File: src/rtl/vc_pop_arbiter_pkg.sv
// rtl/vc_pop_arbiter_pkg.sv - shared parameters, types and helpers for the channel pop arbiter
package vc_pop_arbiter_pkg;

  localparam int NUM_CH    = 4;
  localparam int DATA_W    = 12;
  localparam int GUARD_CYC = 2;
  localparam int CH_W      = 2;
  localparam int GUARD_W   = 2;
  localparam int CNT_W     = 8;

  // One slot of the pop-to-push pipeline: which channel's word is in flight.
  typedef struct packed {
    logic            valid;
    logic [CH_W-1:0] ch;
  } pipe_t;

  // Extract channel idx's word from the concatenated upstream data buses.
  function automatic logic [DATA_W-1:0] ch_word(
    input logic [NUM_CH*DATA_W-1:0] bus,
    input logic [CH_W-1:0]          idx
  );
    return bus[idx*DATA_W +: DATA_W];
  endfunction

endpackage

File: src/rtl/vc_pop_arbiter_if.sv
// rtl/vc_pop_arbiter_if.sv - upstream FIFO and output FIFO handshake bundle
interface vc_pop_arbiter_if;
  import vc_pop_arbiter_pkg::*;

  logic [NUM_CH-1:0]        ch_empty;
  logic [NUM_CH*DATA_W-1:0] ch_data;
  logic [NUM_CH-1:0]        pop;
  logic                     out_almost_full;
  logic                     push_out;
  logic [DATA_W-1:0]        data_out;

  // Arbiter side: pops the channel FIFOs and pushes the output FIFO.
  modport master (
    input  ch_empty, ch_data, out_almost_full,
    output pop, push_out, data_out
  );

  // FIFO side: supplies flags and data, receives strobes.
  modport slave (
    output ch_empty, ch_data, out_almost_full,
    input  pop, push_out, data_out
  );

endinterface

File: src/rtl/vc_pop_arbiter_rr_pick.sv
// rtl/vc_pop_arbiter_rr_pick.sv - combinational rotate-priority picker starting after last grant
module vc_pop_arbiter_rr_pick
  import vc_pop_arbiter_pkg::*;
(
  input  logic [NUM_CH-1:0] eligible_i,
  input  logic [CH_W-1:0]   last_grant_i,
  output logic [NUM_CH-1:0] grant_onehot_o,
  output logic [CH_W-1:0]   grant_idx_o,
  output logic              any_o
);

  logic            found;
  logic [CH_W-1:0] cand;
  logic [CH_W-1:0] pick;

  // Walk last_grant+1 .. last_grant+4 (mod 4) and take the first eligible channel.
  always_comb begin
    found = 1'b0;
    cand  = '0;
    pick  = '0;
    for (int i = 1; i <= NUM_CH; i++) begin
      cand = last_grant_i + CH_W'(i);
      if (!found && eligible_i[cand]) begin
        found = 1'b1;
        pick  = cand;
      end
    end
    grant_onehot_o       = '0;
    grant_onehot_o[pick] = found;
    grant_idx_o          = pick;
    any_o                = found;
  end

endmodule

File: src/rtl/vc_pop_arbiter.sv
// rtl/vc_pop_arbiter.sv - round-robin popper of four channel FIFOs into one output FIFO
module vc_pop_arbiter
  import vc_pop_arbiter_pkg::*;
(
  input  logic              clk,
  input  logic              reset,
  input  logic              enable_i,
  vc_pop_arbiter_if.master  bus,
  output logic [CH_W-1:0]   last_grant_o,
  output logic [CNT_W-1:0]  word_count_o
);

  logic [NUM_CH-1:0]  eligible;
  logic [NUM_CH-1:0]  grant_onehot;
  logic [CH_W-1:0]    grant_idx;
  logic               any_elig;
  logic               issue;

  logic [GUARD_W-1:0] guard_q [NUM_CH];
  logic [GUARD_W-1:0] guard_d [NUM_CH];
  pipe_t              stage0_q;
  pipe_t              stage1_q;
  logic [NUM_CH-1:0]  pop_q;
  logic               push_q;
  logic [DATA_W-1:0]  data_q;
  logic [CH_W-1:0]    last_grant_q;
  logic [CNT_W-1:0]   word_count_q;

  // A channel is poppable only when its FIFO reports data and its post-pop guard has expired;
  // the guard hides the one-cycle lag of the registered upstream empty flag.
  always_comb begin
    eligible = '0;
    for (int k = 0; k < NUM_CH; k++) begin
      eligible[k] = !bus.ch_empty[k] && (guard_q[k] == '0);
    end
    issue = enable_i && !bus.out_almost_full && any_elig;
  end

  vc_pop_arbiter_rr_pick u_pick (
    .eligible_i     (eligible),
    .last_grant_i   (last_grant_q),
    .grant_onehot_o (grant_onehot),
    .grant_idx_o    (grant_idx),
    .any_o          (any_elig)
  );

  // Reload the granted channel's guard, count every other nonzero guard down.
  always_comb begin
    for (int k = 0; k < NUM_CH; k++) begin
      guard_d[k] = guard_q[k];
      if (issue && grant_onehot[k]) begin
        guard_d[k] = GUARD_W'(GUARD_CYC);
      end else if (guard_q[k] != '0) begin
        guard_d[k] = guard_q[k] - 1'b1;
      end
    end
  end

  // Pop strobe, two-stage in-flight tracking, output capture and word counter.
  always_ff @(posedge clk) begin
    if (!reset) begin
      pop_q        <= '0;
      push_q       <= 1'b0;
      data_q       <= '0;
      last_grant_q <= CH_W'(NUM_CH - 1);
      word_count_q <= '0;
      stage0_q     <= '0;
      stage1_q     <= '0;
      for (int k = 0; k < NUM_CH; k++) begin
        guard_q[k] <= '0;
      end
    end else begin
      pop_q <= issue ? grant_onehot : '0;
      if (issue) begin
        last_grant_q <= grant_idx;
      end
      stage0_q.valid <= issue;
      stage0_q.ch    <= grant_idx;
      stage1_q       <= stage0_q;
      push_q         <= stage1_q.valid;
      if (stage1_q.valid) begin
        data_q <= ch_word(bus.ch_data, stage1_q.ch);
      end
      word_count_q <= word_count_q + {{(CNT_W-1){1'b0}}, push_q};
      for (int k = 0; k < NUM_CH; k++) begin
        guard_q[k] <= guard_d[k];
      end
    end
  end

  assign bus.pop       = pop_q;
  assign bus.push_out  = push_q;
  assign bus.data_out  = data_q;
  assign last_grant_o  = last_grant_q;
  assign word_count_o  = word_count_q;

endmodule

File: src/flat_wrapper.sv
// flat-port wrapper written by rule: the top's interface ports become plain ports
module vc_pop_arbiter_flat import vc_pop_arbiter_pkg::*;
  (clk, reset, enable_i, last_grant_o, word_count_o, bus_ch_empty, bus_ch_data, bus_out_almost_full, bus_pop, bus_push_out, bus_data_out);
  vc_pop_arbiter_if bus_i ();
  input  logic clk;
  input  logic reset;
  input  logic enable_i;
  output logic [CH_W-1:0] last_grant_o;
  output logic [CNT_W-1:0] word_count_o;
  input wire logic [$bits(bus_i.ch_empty)-1:0] bus_ch_empty;
  input wire logic [$bits(bus_i.ch_data)-1:0] bus_ch_data;
  input wire logic [$bits(bus_i.out_almost_full)-1:0] bus_out_almost_full;
  output wire logic [$bits(bus_i.pop)-1:0] bus_pop;
  output wire logic [$bits(bus_i.push_out)-1:0] bus_push_out;
  output wire logic [$bits(bus_i.data_out)-1:0] bus_data_out;
  assign bus_i.ch_empty = bus_ch_empty;
  assign bus_i.ch_data = bus_ch_data;
  assign bus_i.out_almost_full = bus_out_almost_full;
  assign bus_pop = bus_i.pop;
  assign bus_push_out = bus_i.push_out;
  assign bus_data_out = bus_i.data_out;
  vc_pop_arbiter u_core (.clk(clk), .reset(reset), .enable_i(enable_i), .bus(bus_i), .last_grant_o(last_grant_o), .word_count_o(word_count_o));
endmodule
File: config.mk
export PLATFORM = sky130hd
export DESIGN_NAME = vc_pop_arbiter_flat
export DESIGN_NICKNAME = d
export VERILOG_FILES = /design/src/rtl/vc_pop_arbiter_pkg.sv /design/src/rtl/vc_pop_arbiter_if.sv /design/src/rtl/vc_pop_arbiter_rr_pick.sv /design/src/rtl/vc_pop_arbiter.sv /design/src/flat_wrapper.sv
export SDC_FILE = /design/constraint.sdc
export NUM_CORES = 1
export LEC_CHECK = 0
export BUFFER_PORTS_ARGS = -buffer_cell sky130_fd_sc_hd__buf_2
export CORE_ASPECT_RATIO = 0.7
export CORE_MARGIN = 2
export CORE_UTILIZATION = 45
export DETAILED_ROUTE_END_ITERATION = 6
export PLACE_DENSITY = 0.85
export SYNTH_ARGS = -nofsm -noshare
export SYNTH_HDL_FRONTEND = slang
export SYNTH_SLANG_ARGS = --single-unit
File: constraint.sdc
create_clock -name clk -period 2.1 [get_ports clk]
set_clock_uncertainty 0.1 [all_clocks]
set_input_delay 0.21 -clock clk [delete_from_list [all_inputs] [get_ports clk]]
set_output_delay 0.21 -clock clk [all_outputs]
set_load 0.1 [all_outputs]
==> summary.txt <==
Routing
  – DRT Pass-1 Iters: 4
  – WL per Instance: 13.7 microns
  – Number of DRC markers in iteration 0: 47
  – Final wirelength: 4080 microns
  – Vias per cell: 5.20
  – Antenna Violating Nets Remaining: 0
  – DRC Markers: 0
  – Via count: 1550

Placed design
  – HPWL after detailed placement: 3180 microns
  – Setup WS pre-CTS: 0.255 ns
  – Port Buf Inserts: 82
  – Routability cong.: 0.933

CTS
  – Hold buffer count at CTS: 0
  – Resize count post-CTS: 0
  – TritonCTS clock tree: done
  – CTS Sinks: 41
  – Clock Latency Late Sink: 0.29 ns
  – Post-CTS setup buffer count: 0
  – Worst-path clk slew: 0.07 ns
  – Clock Tree Root: clkbuf_8
  – Bufs on Longest Clock Path: 2
  – H-tree depth: 2
  – TritonCTS Buffers: 5

Yosys
  – Mapped Area: 1740 sq um
  – Ys async rst share: 0%
  – #FFs+latches synth: 41
  – Post-synth EDFFs: 0
  – Yosys cell types: 30
  – Post-Syn Instances: 161
  – Post-Syn Nets: 219
  – Synth warn: 0
  – Ys flop type: dfxtp_1
  – Avg Inst Size Synth: 10.8 sq um
  – Seq/Total Area, Yosys: 47.2%

Worst setup path
  – R2R Path Start: u_core.last_grant_o[1]
  – Worst path depth: 4
  – CP Launch Type: flop
  – Critical Path End Type: flop
  – Required @ worst endpoint: 2.14 ns
  – Worst Reg-to-Reg Cells: 4
  – Arrival @ worst endpoint: 1.93 ns
  – CP max stage delay: 0.49 ns
  – Worst Path Buf+Inv: 0
  – Crit-path max FO: 7
  – Setup Crit Path Kind: flop to flop
  – CP top delay family: compound AO/OA/AOI/OAI gates
  – Crit-path cells: or4_1 -> o2bb2ai_1 -> a211oi_2 -> a22oi_1
  – CP Launch Point: u_core.last_grant_o[1]
  – Crit-path slowest cell: or4_1

STA
  – RSZ-0062 raised after global routing: no
  – Period utilisation layout: 89.6%
  – Final min period: 1.88 ns
  – F_max: 531 MHz
  – Final Setup Violations: 0
  – Final slew viol count: 0
  – Worst-margin pin slew: 0.715 ns
  – Total negative slack: 0 ns
  – Worst hold slack: 0.172 ns
  – Final setup margin: 0.218 ns
  – Hold Vio Cnt, Final: 0
  – Slew margin rel.: 51.7%

Global routing
  – Vias in the first global route: 1515
  – Global-route wire length before repair: 6710 microns
  – Largest net degree at the start of global routing: 17
  – GRT Util Overall: 20.1%
  – Antenna violations before repair: 0
  – Grt ovf: 0

Flow run
  – Number of max-cap violations: 0

Hold path
  – Hold path start: reset
  – Worst hold path type: primary input to flop
  – Hold path cells: 3

Floorplan
  – Die width: 78.3 microns
  – Core Region: 3600 sq um
  – # IOs: 83
  – Row Count: 18
  – Die Ht: 56.0 microns
  – Initial Utilization: 48.3%
  – Die area: 4390 sq um

Layout
  – Nets@finish: 305
  – Area Growth Syn to Fin: 32.1%
  – Fillers: 310
  – Area of the multi-input gates: 887 sq um
  – FF+latch area: 823 sq um
  – # diodes: 0
  – Layout cells sized above 1: 43.5%

Power and ir drop
  – P_leak: 1.04 nW
  – Pwr Total: 1.59 mW
  – Cell Pwr Density: 690 nW/um^2
  – Peak supply drop: 0.467 mV

Status
  – Status: finished clean
-- metal layers --
| layer | part of all wire (%) | routed length, microns | track usage [%] |
|---|---|---|---|
| met1 | 43 | 1770 | 24.2 |
| met2 | 47 | 1930 | 31.9 |
| met3 | 8.4 | 344 | 8.60 |
| met4 | 0.93 | 38 | 7.52 |
| met5 | 0 | 0 | 0 |
-- where the power goes --
part	leakage, nW	switching (mW)	internal [mW]	total, mW
sequential	0.332	0.0161	0.799	0.815
combinational	0.671	0.168	0.112	0.280
clock	0.0395	0.254	0.236	0.490
-- final cells by class --
cell class / instances / share of cell area (%)
Sequential cell: 41 / 35.8
Clock buffer: 8 / 3.49
Multi-Input combinational cell: 112 / 38.6
Timing Repair Buffer: 86 / 19.2
Inverter: 1 / 0.163
Tap cell: 50 / 2.72
-- flip-flops by register name, indices dropped and copies added (netlist names) --
register             cells
u_core.bus.data_out     12
u_core.bus.pop           4
u_core.bus.push_out      1
u_core.guard_q           8
u_core.last_grant_o      2
u_core.stage0_q          3
u_core.stage1_q          3
u_core.word_count_o      8
-- worst min-delay path: stages --
cell	delay, ns
buf_2	0.19
nand2_1	0.09
nor2_1	0.03
-- logic make-up (layout without fill, tap and decap cells) --
family | count (synthesis) | after routing | synth area share [%]
XOR/XNOR | 6 | 6 | 3.02
AO/OA/AOI/OAI | 15 | 15 | 6.69
flip-flops | 41 | 41 | 47.2
adder cells (fa/ha/maj) | 2 | 2 | 1.44
buffers and inverters | 8 | 95 | 1.80
AND/OR/NAND/NOR | 65 | 65 | 17.4
multiplexers | 24 | 24 | 22.4
-- cells in the mapped netlist, types with 2 or more instances --
library cell / number / share of area (%)
nor2_1: 30 / 6.5
clkbuf_1: 5 / 1.1
dfxtp_1: 41 / 47
mux4_2: 12 / 16
ha_1: 2 / 1.4
or3_1: 2 / 0.72
and2_1: 6 / 2.2
nor2b_1: 2 / 0.72
o21ai_0: 4 / 1.2
or4_1: 2 / 0.86
nand2_1: 5 / 1.1
a22oi_1: 2 / 0.86
and3_1: 2 / 0.72
xor2_1: 4 / 2.0
nor3_1: 7 / 2.0
xnor2_1: 2 / 1.0
a211o_1: 2 / 1.0
nand3_1: 8 / 2.3
mux2i_1: 12 / 6.9
-- stage by stage --
stage	utilization (%)	std cells	cell area (sq um)
6_report	63.7	298	2300
3_3_place_gp	61.5	290	2220
4_1_cts	63.7	298	2300
5_1_grt	63.7	298	2300
2_1_floorplan	-	161	1740
3_5_place_dp	61.5	290	2220
-- worst paths after layout --
path | to | slack, ns
hold / removal | u_core.guard_q[3][0] | 0.17
setup / recovery | u_core.last_grant_o[0] | 0.22
setup reg to reg | u_core.last_grant_o[0] | 0.22
hold reg to reg | u_core.stage1_q[0] | 0.34
-- cells in the final DEF, fill, tap and decap left out --
| master | count |
|---|---|
| a22o_1 | 1 |
| o21ai_0 | 4 |
| xnor2_1 | 2 |
| or4_1 | 2 |
| nor2_1 | 30 |
| nand2_1 | 5 |
| o41ai_1 | 1 |
| nor2b_1 | 2 |
| and3_1 | 2 |
| clkbuf_8 | 5 |
| ha_1 | 2 |
| nand3_1 | 8 |
| o31ai_2 | 1 |
| and2_1 | 6 |
| xor2_1 | 4 |
| a22oi_1 | 2 |
| buf_2 | 82 |
| or3_1 | 2 |
| inv_1 | 1 |
| clkbuf_1 | 3 |
| a211o_1 | 2 |
| dfxtp_1 | 39 |
| a211oi_2 | 1 |
| o31ai_1 | 1 |
| nor3_1 | 7 |
| buf_4 | 4 |
| o2bb2ai_1 | 1 |
| mux2i_1 | 12 |
| a21oi_1 | 1 |
| or2_2 | 1 |
| mux4_2 | 12 |
| dfxtp_2 | 2 |
No activity file was read; power rests on OpenSTA's default activity.
